$ cat src/rtl/class_hvec_search_if.sv
// Handshake and class-memory signal bundle for class_hvec_search.
// slave is the search engine's view; master is the surrounding system's view.
interface class_hvec_search_if #(
  parameter int DI_PARALLEL_W_BITS = 64,
  parameter int NUM_FRAMES         = 3,
  parameter int CLASS_ID_W         = 3,
  parameter int FRAME_IDX_W        = 2
);
  localparam int DIST_W = $clog2(NUM_FRAMES * DI_PARALLEL_W_BITS + 1);

  logic                          query_valid;
  logic                          query_ready;
  logic [DI_PARALLEL_W_BITS-1:0] query_data;
  logic [CLASS_ID_W-1:0]         frame_id;
  logic [FRAME_IDX_W-1:0]        frame_index;
  logic [DI_PARALLEL_W_BITS-1:0] class_vec_in;
  logic                          busy;
  logic                          result_valid;
  logic                          result_ready;
  logic [CLASS_ID_W-1:0]         result_class;
  logic [DIST_W-1:0]             result_dist;

  modport slave (
    input  query_valid, query_data, class_vec_in, result_ready,
    output query_ready, frame_id, frame_index, busy,
           result_valid, result_class, result_dist
  );

  modport master (
    output query_valid, query_data, class_vec_in, result_ready,
    input  query_ready, frame_id, frame_index, busy,
           result_valid, result_class, result_dist
  );
endinterface

$ cat src/rtl/class_hvec_search.sv
// HDC associative search: buffers one query hypervector, then scans every class
// frame by frame and reports the class with the smallest Hamming distance.
module class_hvec_search #(
  parameter int DI_PARALLEL_W_BITS = 64,
  parameter int NUM_CLASSES        = 8,
  parameter int NUM_FRAMES         = 3,
  parameter int CLASS_ID_W         = 3,
  parameter int FRAME_IDX_W        = 2
) (
  input logic                 clk,
  input logic                 rst_n,
  class_hvec_search_if.slave  bus
);
  localparam int DIST_W = $clog2(NUM_FRAMES * DI_PARALLEL_W_BITS + 1);
  localparam int POP_W  = $clog2(DI_PARALLEL_W_BITS + 1);

  localparam logic [1:0] LOAD   = 2'd0;
  localparam logic [1:0] SEARCH = 2'd1;
  localparam logic [1:0] RESULT = 2'd2;

  localparam logic [FRAME_IDX_W-1:0] LAST_F = FRAME_IDX_W'(NUM_FRAMES - 1);
  localparam logic [CLASS_ID_W-1:0]  LAST_C = CLASS_ID_W'(NUM_CLASSES - 1);

  logic [1:0]                    state;
  logic [FRAME_IDX_W-1:0]        qptr;
  logic [FRAME_IDX_W-1:0]        f;
  logic [CLASS_ID_W-1:0]         c;
  logic [DIST_W-1:0]             acc;
  logic [DIST_W-1:0]             acc_next;
  logic [DIST_W-1:0]             best_dist;
  logic [CLASS_ID_W-1:0]         best_class;
  logic [DI_PARALLEL_W_BITS-1:0] qbuf [NUM_FRAMES];
  logic [DI_PARALLEL_W_BITS-1:0] diff;
  logic [POP_W-1:0]              d;
  logic                          beat;

  assign beat = (state == LOAD) && bus.query_valid;

  // Memory read, XOR, popcount and accumulate all settle within one cycle.
  always_comb begin
    diff = bus.class_vec_in ^ qbuf[f];
    d    = '0;
    for (int unsigned i = 0; i < DI_PARALLEL_W_BITS; i++) begin
      d = d + POP_W'(diff[i]);
    end
    acc_next = ((f == '0) ? '0 : acc) + DIST_W'(d);
  end

  // Query buffer deliberately has no reset; it is always written before use.
  always_ff @(posedge clk) begin
    if (beat) begin
      qbuf[qptr] <= bus.query_data;
    end
  end

  always_ff @(posedge clk or negedge rst_n) begin
    if (!rst_n) begin
      state      <= LOAD;
      qptr       <= '0;
      f          <= '0;
      c          <= '0;
      acc        <= '0;
      best_dist  <= '0;
      best_class <= '0;
    end else begin
      case (state)
        LOAD: begin
          if (beat) begin
            if (qptr == LAST_F) begin
              qptr  <= '0;
              f     <= '0;
              c     <= '0;
              state <= SEARCH;
            end else begin
              qptr <= qptr + 1'b1;
            end
          end
        end
        SEARCH: begin
          acc <= acc_next;
          if (f == LAST_F) begin
            // Strict compare: on ties the earlier (lower-index) class wins.
            if ((c == '0) || (acc_next < best_dist)) begin
              best_dist  <= acc_next;
              best_class <= c;
            end
            f <= '0;
            c <= c + 1'b1;
            if (c == LAST_C) begin
              state <= RESULT;
            end
          end else begin
            f <= f + 1'b1;
          end
        end
        RESULT: begin
          if (bus.result_ready) begin
            state <= LOAD;
          end
        end
        default: state <= LOAD;
      endcase
    end
  end

  assign bus.query_ready  = (state == LOAD);
  assign bus.busy         = (state == SEARCH);
  assign bus.result_valid = (state == RESULT);
  assign bus.frame_id     = (state == SEARCH) ? c : '0;
  assign bus.frame_index  = (state == SEARCH) ? f : '0;
  assign bus.result_class = best_class;
  assign bus.result_dist  = best_dist;
endmodule

$ cat src/flat_wrapper.sv
// flat-port wrapper written by rule: the top's interface ports become plain ports
module class_hvec_search_flat 
#(
  parameter int DI_PARALLEL_W_BITS = 64,
  parameter int NUM_CLASSES        = 8,
  parameter int NUM_FRAMES         = 3,
  parameter int CLASS_ID_W         = 3,
  parameter int FRAME_IDX_W        = 2
)
  (clk, rst_n, bus_query_valid, bus_query_data, bus_class_vec_in, bus_result_ready, bus_query_ready, bus_frame_id, bus_frame_index, bus_busy, bus_result_valid, bus_result_class, bus_result_dist);
  class_hvec_search_if #(.DI_PARALLEL_W_BITS(DI_PARALLEL_W_BITS), .NUM_FRAMES(NUM_FRAMES), .CLASS_ID_W(CLASS_ID_W), .FRAME_IDX_W(FRAME_IDX_W)) bus_i ();
  input logic clk;
  input logic rst_n;
  input wire logic [$bits(bus_i.query_valid)-1:0] bus_query_valid;
  input wire logic [$bits(bus_i.query_data)-1:0] bus_query_data;
  input wire logic [$bits(bus_i.class_vec_in)-1:0] bus_class_vec_in;
  input wire logic [$bits(bus_i.result_ready)-1:0] bus_result_ready;
  output wire logic [$bits(bus_i.query_ready)-1:0] bus_query_ready;
  output wire logic [$bits(bus_i.frame_id)-1:0] bus_frame_id;
  output wire logic [$bits(bus_i.frame_index)-1:0] bus_frame_index;
  output wire logic [$bits(bus_i.busy)-1:0] bus_busy;
  output wire logic [$bits(bus_i.result_valid)-1:0] bus_result_valid;
  output wire logic [$bits(bus_i.result_class)-1:0] bus_result_class;
  output wire logic [$bits(bus_i.result_dist)-1:0] bus_result_dist;
  assign bus_i.query_valid = bus_query_valid;
  assign bus_i.query_data = bus_query_data;
  assign bus_i.class_vec_in = bus_class_vec_in;
  assign bus_i.result_ready = bus_result_ready;
  assign bus_query_ready = bus_i.query_ready;
  assign bus_frame_id = bus_i.frame_id;
  assign bus_frame_index = bus_i.frame_index;
  assign bus_busy = bus_i.busy;
  assign bus_result_valid = bus_i.result_valid;
  assign bus_result_class = bus_i.result_class;
  assign bus_result_dist = bus_i.result_dist;
  class_hvec_search #(.DI_PARALLEL_W_BITS(DI_PARALLEL_W_BITS), .NUM_CLASSES(NUM_CLASSES), .NUM_FRAMES(NUM_FRAMES), .CLASS_ID_W(CLASS_ID_W), .FRAME_IDX_W(FRAME_IDX_W)) u_core (.clk(clk), .rst_n(rst_n), .bus(bus_i));
endmodule
$ cat config.mk
export PLATFORM = sky130hd
export DESIGN_NAME = class_hvec_search_flat
export DESIGN_NICKNAME = d
export VERILOG_FILES = /design/src/rtl/class_hvec_search_if.sv /design/src/rtl/class_hvec_search.sv /design/src/flat_wrapper.sv
export SDC_FILE = /design/constraint.sdc
export NUM_CORES = 1
export LEC_CHECK = 0
export ABC_AREA = 1
export CELL_PAD_IN_SITES_DETAIL_PLACEMENT = 1
export CELL_PAD_IN_SITES_GLOBAL_PLACEMENT = 2
export CORE_MARGIN = 1
export CORE_UTILIZATION = 40
export CTS_CLUSTER_DIAMETER = 120
export DETAILED_ROUTE_END_ITERATION = 12
export HOLD_SLACK_MARGIN = 0.05
export PLACE_DENSITY_LB_ADDON = 0.1
export SLEW_MARGIN = 20
export SYNTH_ARGS = -nofsm -noshare
export SYNTH_HDL_FRONTEND = slang
export SYNTH_SLANG_ARGS = --single-unit
$ cat constraint.sdc
create_clock -name clk -period 13.92 [get_ports clk]
set_clock_uncertainty 0.1 [all_clocks]
set_input_delay 2.784 -clock clk [delete_from_list [all_inputs] [get_ports clk]]
set_output_delay 2.784 -clock clk [all_outputs]
set_load 0.03 [all_outputs]
==> results of run 1 <==
[through the flow]
step	utilization, %	worst slack, ps	cells
after floorplan	-	3460	909
after global placement	48.3	2170	1379
after detailed placement	48.3	2080	1379
after CTS	51.3	2570	1425
after global routing	51.3	2090	1425
final	51.3	2650	1425
[final timing paths]
check	slack (ps)	cells after the start	end	start
setup / recovery	2650	34	u_core.bus.result_class[1]	bus_class_vec_in[0]
hold / removal	370	2	u_core.bus.result_class[2]	u_core.bus.result_class[2]
setup reg to reg	3870	37	u_core.bus.result_class[1]	u_core.f[1]
hold reg to reg	370	2	u_core.bus.result_class[2]	u_core.bus.result_class[2]
max in group asynchronous	10870	2	u_core.f[1]	rst_n
min in group asynchronous	2540	2	u_core.state[1]	rst_n
[per-layer routing]
layer	track usage [%]	vias up
li1	-	3326
met1	23.0	3331
met2	35.1	116
met3	3.21	35
met4	4.51	0
met5	0	-
[kinds of logic after synthesis]
family	share of synthesized area, %
adders and majority gates	13.9
DFF	59.5
AOI/OAI and AO/OA	1.45
xor gates and xnor gates	5.72
and+or+nand+nor	14.8
buffers and inverters	4.62
[final cells by class]
class	count	area, µm²
inverters	90	338
repair buffers	161	1580
clock buffers	34	669
multi-input cells	573	3920
well taps	335	419
fillers	2749	12800
flip-flops and latches	220	6470
clock inverters	12	108
[flip-flops by register name, indices dropped and copies added (netlist names)]
signal,cells
u_core.qptr,2
u_core.bus.result_class,3
u_core.state,2
u_core.bus.result_dist,8
u_core.acc,8
u_core.qbuf,192
u_core.c,3
u_core.f,2
[placed cells by master, fill, tap and decap left out, types with 2 or more instances in the layout]
cell type,n
ha_1,33
nand3_1,83
nor2_2,2
edfxtp_1,192
clkinv_2,5
nand2_1,264
clkdlybuf4s50_1,150
a21o_1,2
dfrtp_1,27
xor2_1,40
nor3_1,3
o21bai_1,2
inv_1,89
nand4_1,4
fa_1,55
o21ai_0,13
buf_4,11
nor2_4,5
clkinv_1,2
a21oi_1,9
clkbuf_16,25
nor2_1,20
xnor2_1,31
or2_2,2
clkbuf_1,8
clkinv_4,2
[worst max-delay path: cells and delay by family]
family / cells / cell delay (ps)
AO/OA/AOI/OAI: 1 / 260
XOR/XNOR: 2 / 350
adder cells (fa/ha/maj): 13 / 5860
buffers and inverters: 3 / 540
AND/OR/NAND/NOR: 15 / 1780
==> metrics.cfg, run 1 <==
[placement]
gp_congestion = 0.774
numPortBuffers = 150
dpl_cell_area_um2 = 12700
place_hpwl_mm = 17.7

[run]
drv_cap = 0

[drt]
vias = 6808
routed.top_layer = met4
ant_nets = 0
wl_per_cell_um = 17.8
via_per_inst = 4.78
drcViolationCount = 0
wl_met1_mm = 11.0
drtIter0Drc = 255
dr.pass1.iters = 4
routed-wl-met3_um = 944
wl_met2_mm = 12.9
wirelength_mm = 25.3

[die]
dieArea_um2 = 27800
fp.dieH_um = 167
io-pin-count = 151
core-area_um2 = 26400
die_w_um = 167
num_rows = 59
initial_core_util_pct = 41.2

[synth]
yosysSeqAreaShare_pct = 59.5
synth-edff-count = 192
synth.distinct_cells = 28
synth_nets = 1129
yosysTopAreaCellShare_pct = 53.1
synth_most_common_cell = nand2_1
synth-main-ff-cell = edfxtp_1
synthTopCellsByArea = edfxtp_1 53%, fa_1 10%, nand2_1 9.1%, dfrtp_1 6.4%, nand3_1 3.8%
synth.top_cells.by_count = 264 x nand2_1, 192 x edfxtp_1, 89 x inv_1
synth_area_um2 = 10900
ys_warn_count = 0
synth_area_leader_cell = edfxtp_1
avgSynthCellArea_um2 = 12.0
synth-seq-cells = 220
ys_async_sr_fraction_pct = 12.7
synth_cells = 909

[critical_path]
crit_arrival_ps = 11590
criticalPathCategory = in2reg
worstPathMaxFanout = 12
endpoint_kind = register
critPathMaxStageDelay_ps = 580
startpoint_type = primary input
crit_required_ps = 14240
critPathSlowestCell = fa_1
crit_top_cell = fa_1

[worst_hold_path]
worstHoldPathType = reg2reg

[grt]
grt_pass1_vias = 7508
grt_use_total_pct = 19.0
grt_overflow_total = 0
grt_max_degree = 41
antenna_found_initial = 0
grt_pass1_wl_mm = 40.6

[cts]
cts_hold_buf = 0
insertion_delay_ps = 540
path_clk_slew_ps = 60
post-cts-setup-buffers = 0
clk_path_buf_depth = 3
cts_root_buf = clkbuf_16
cts.sinks = 220
post_cts_resized = 0
cts_max_level = 1
cts_tree = built
cts_buffers = 25

[timing]
setup_violations = 0
rsz0062_at_grt = no
whs_ps = 373
min_period_ps = 11270
setup_tns_ps = 0
hold_viol_final = 0
fmax_mhz = 88.8
drv_slew = 0
slew_headroom_pct = 28.7
period_share_pct = 80.9
max_slew.worst_pin.slew_ps = 1070

[status]
outcome = finished clean

[layout]
final_cell_area_um2 = 13500
drive_above_1_share_pct = 5.50
syn_to_final_growth_pct = 24.3
final_nets = 1291
antennaDiodeCount = 0

Power of run 1 is left out: the tool's default activity adds up to more than one toggle a clock period on the data nets, which glitch-free logic cannot reach.
==> inputs of run 2 (changes only) <==
Settings changed: CORE_UTILIZATION 40 to 37.
Clock period 13.92 ns to 10.65 ns, I/O delays scaled along.
==> run 2 against run 1 <==
  * Register-to-register slack got worse by 2700 ps
  * Critical path depth unchanged
  * Global-route usage decreased by 0.83 points
==> metrics.cfg, run 2 (synthesized netlist as in run 1, its figures left out) <==
[critical_path]
crit_buf_inv = 4  ; +1
crit_start = bus_class_vec_in[0]
cp_top_family = adder cells
cp.depth = 34  ; unchanged
rr_worst_depth = 39  ; +5.4%
startpoint_type = primary input
critPathMaxStageDelay_ps = 580  ; about the same
critPathSlowestCell = fa_1
crit_top_cell = fa_1
endpoint_kind = register
worstPathMaxFanout = 6  ; -6
r2r-start = u_core.f[0]
crit_required_ps = 10960  ; -3280 ps
crit_arrival_ps = 10480  ; -1110 ps
criticalPathCategory = in2reg
r2r-end = u_core.bus.result_dist[4]
r2r_slack_ps = 1200  ; -2670 ps
worstSetupEndpoint = u_core.bus.result_dist[4]

[die]
initial_core_util_pct = 37.8  ; -3.5 points
dieArea_um2 = 30100  ; +8.0%
io-pin-count = 151  ; unchanged
die_w_um = 173  ; +3.9%
core-area_um2 = 28800  ; +9.2%
fp.dieH_um = 173  ; +3.9%
num_rows = 62  ; +5.1%

[layout]
fillerInstances = 3055  ; +11%
fin_cells = 1502  ; +5.4%
seq_area_um2 = 6470  ; unchanged
drive_above_1_share_pct = 7.70  ; +2.2 points
final_cell_mix = 264 x nand2_1, 192 x edfxtp_1, 150 x clkdlybuf4s50_1
final_cell_area_um2 = 13800  ; +2.5%
multiInputGateArea_um2 = 3920  ; unchanged
fin_util_pct = 48.1  ; -3.1 points
largest-register = u_core.qbuf
final_nets = 1319  ; +2.2%
mostFrequentLayoutCell = nand2_1
largest_reg_flops = 192  ; unchanged
syn_to_final_growth_pct = 27.4

[timing]
max_slew.worst_pin.slew_ps = 983  ; -84.2 ps
drv_slew = 0  ; unchanged
whs_ps = 372  ; -0.578 ps
hold_viol_final = 0  ; unchanged
slew_headroom_pct = 34.5  ; +5.8 points
period_share_pct = 95.6
fmax_mhz = 98.3
rsz0062_at_grt = no
setup_violations = 0  ; unchanged
min_period_ps = 10180

[grt]
grt_max_degree = 60  ; +46%
grt_overflow_total = 0  ; unchanged
grt_pass1_vias = 7613  ; +1.4%
grt_use_total_pct = 18.2  ; -0.83 points
grt_pass1_wl_mm = 41.6  ; +2.7%
antenna_found_initial = 1  ; +1

[worst_hold_path]
worstHoldPathType = reg2reg

[run]
drv_cap = 0  ; unchanged

[drt]
vias = 6899  ; +1.3%
wirelength_mm = 26.3  ; +3.7%
via_per_inst = 4.59  ; -3.9%
dr.pass1.iters = 4  ; unchanged
drcViolationCount = 0  ; unchanged
wl_per_cell_um = 17.5  ; -1.6%
drtIter0Drc = 207  ; -19%
ant_nets = 0  ; unchanged

[cts]
cts_hold_buf = 0  ; unchanged
cts_max_level = 1  ; unchanged
cts_root_buf = clkbuf_16
cts_buffers = 27  ; +8.0%
post_cts_resized = 0  ; unchanged
clk_path_buf_depth = 3  ; unchanged
insertion_delay_ps = 530  ; about the same
post-cts-setup-buffers = 0  ; unchanged
cts.sinks = 220  ; unchanged
cts_tree = built
path_clk_slew_ps = 60  ; about the same

[placement]
placed_cells_incl_taps = 1454  ; +5.4%
numPortBuffers = 150  ; unchanged
place_hpwl_mm = 18.6  ; +5.4%
gp_congestion = 0.724  ; -6.5%
dpl_cell_area_um2 = 13000  ; +2.1%

[status]
outcome = finished clean

run 2: layout make-up:
class | count | area share (%)
Antenna cell | 1 | 0.0181
Clock buffer | 34 | 5.07
Clock inverter | 13 | 1.02
Inverter | 90 | 2.44
Multi-Input combinational cell | 573 | 28.3
Sequential cell | 220 | 46.7
Tap cell | 384 | 3.47
Timing Repair Buffer | 187 | 12.9
run 2: through the flow:
step	setup TNS (ps)	setup slack (ps)
2_1_floorplan	0	846
3_3_place_gp	0	98.2
3_5_place_dp	-721	-85.8
4_1_cts	0	448
5_1_grt	0	10.2
6_report	0	474
run 2: worst min-delay path by stage:
| stage | start | endpoint | depth (start not counted) |
|---|---|---|---|
| floorplan | u_core.acc[3] | u_core.acc[3] | 2 |
| global placement | u_core.bus.result_class[1] | u_core.bus.result_class[1] | 2 |
| detailed placement | u_core.bus.result_class[1] | u_core.bus.result_class[1] | 2 |
| CTS | u_core.bus.result_class[1] | u_core.bus.result_class[1] | 2 |
| global route | u_core.bus.result_class[0] | u_core.bus.result_class[0] | 2 |
| finish | u_core.bus.result_class[1] | u_core.bus.result_class[1] | 2 |
run 2: metal layers:
| layer | wire length (µm) | GRT usage, % | vias up | share of wire [%] |
|---|---|---|---|---|
| li1 | - | - | 3378 | - |
| met1 | 12000 | 24.3 | 3384 | 46 |
| met2 | 12900 | 31.4 | 114 | 49 |
| met3 | 1150 | 3.05 | 23 | 4.4 |
| met4 | 265 | 3.39 | 0 | 1.0 |
| met5 | 0 | 0 | - | 0 |
run 2: worst min-delay path, delay by kind of cell, from the launching register on:
family / cells / cell delay, ps
flip-flops: 1 / 340
AND/OR/NAND/NOR: 2 / 100
Power of run 2 is left out for the same reason.
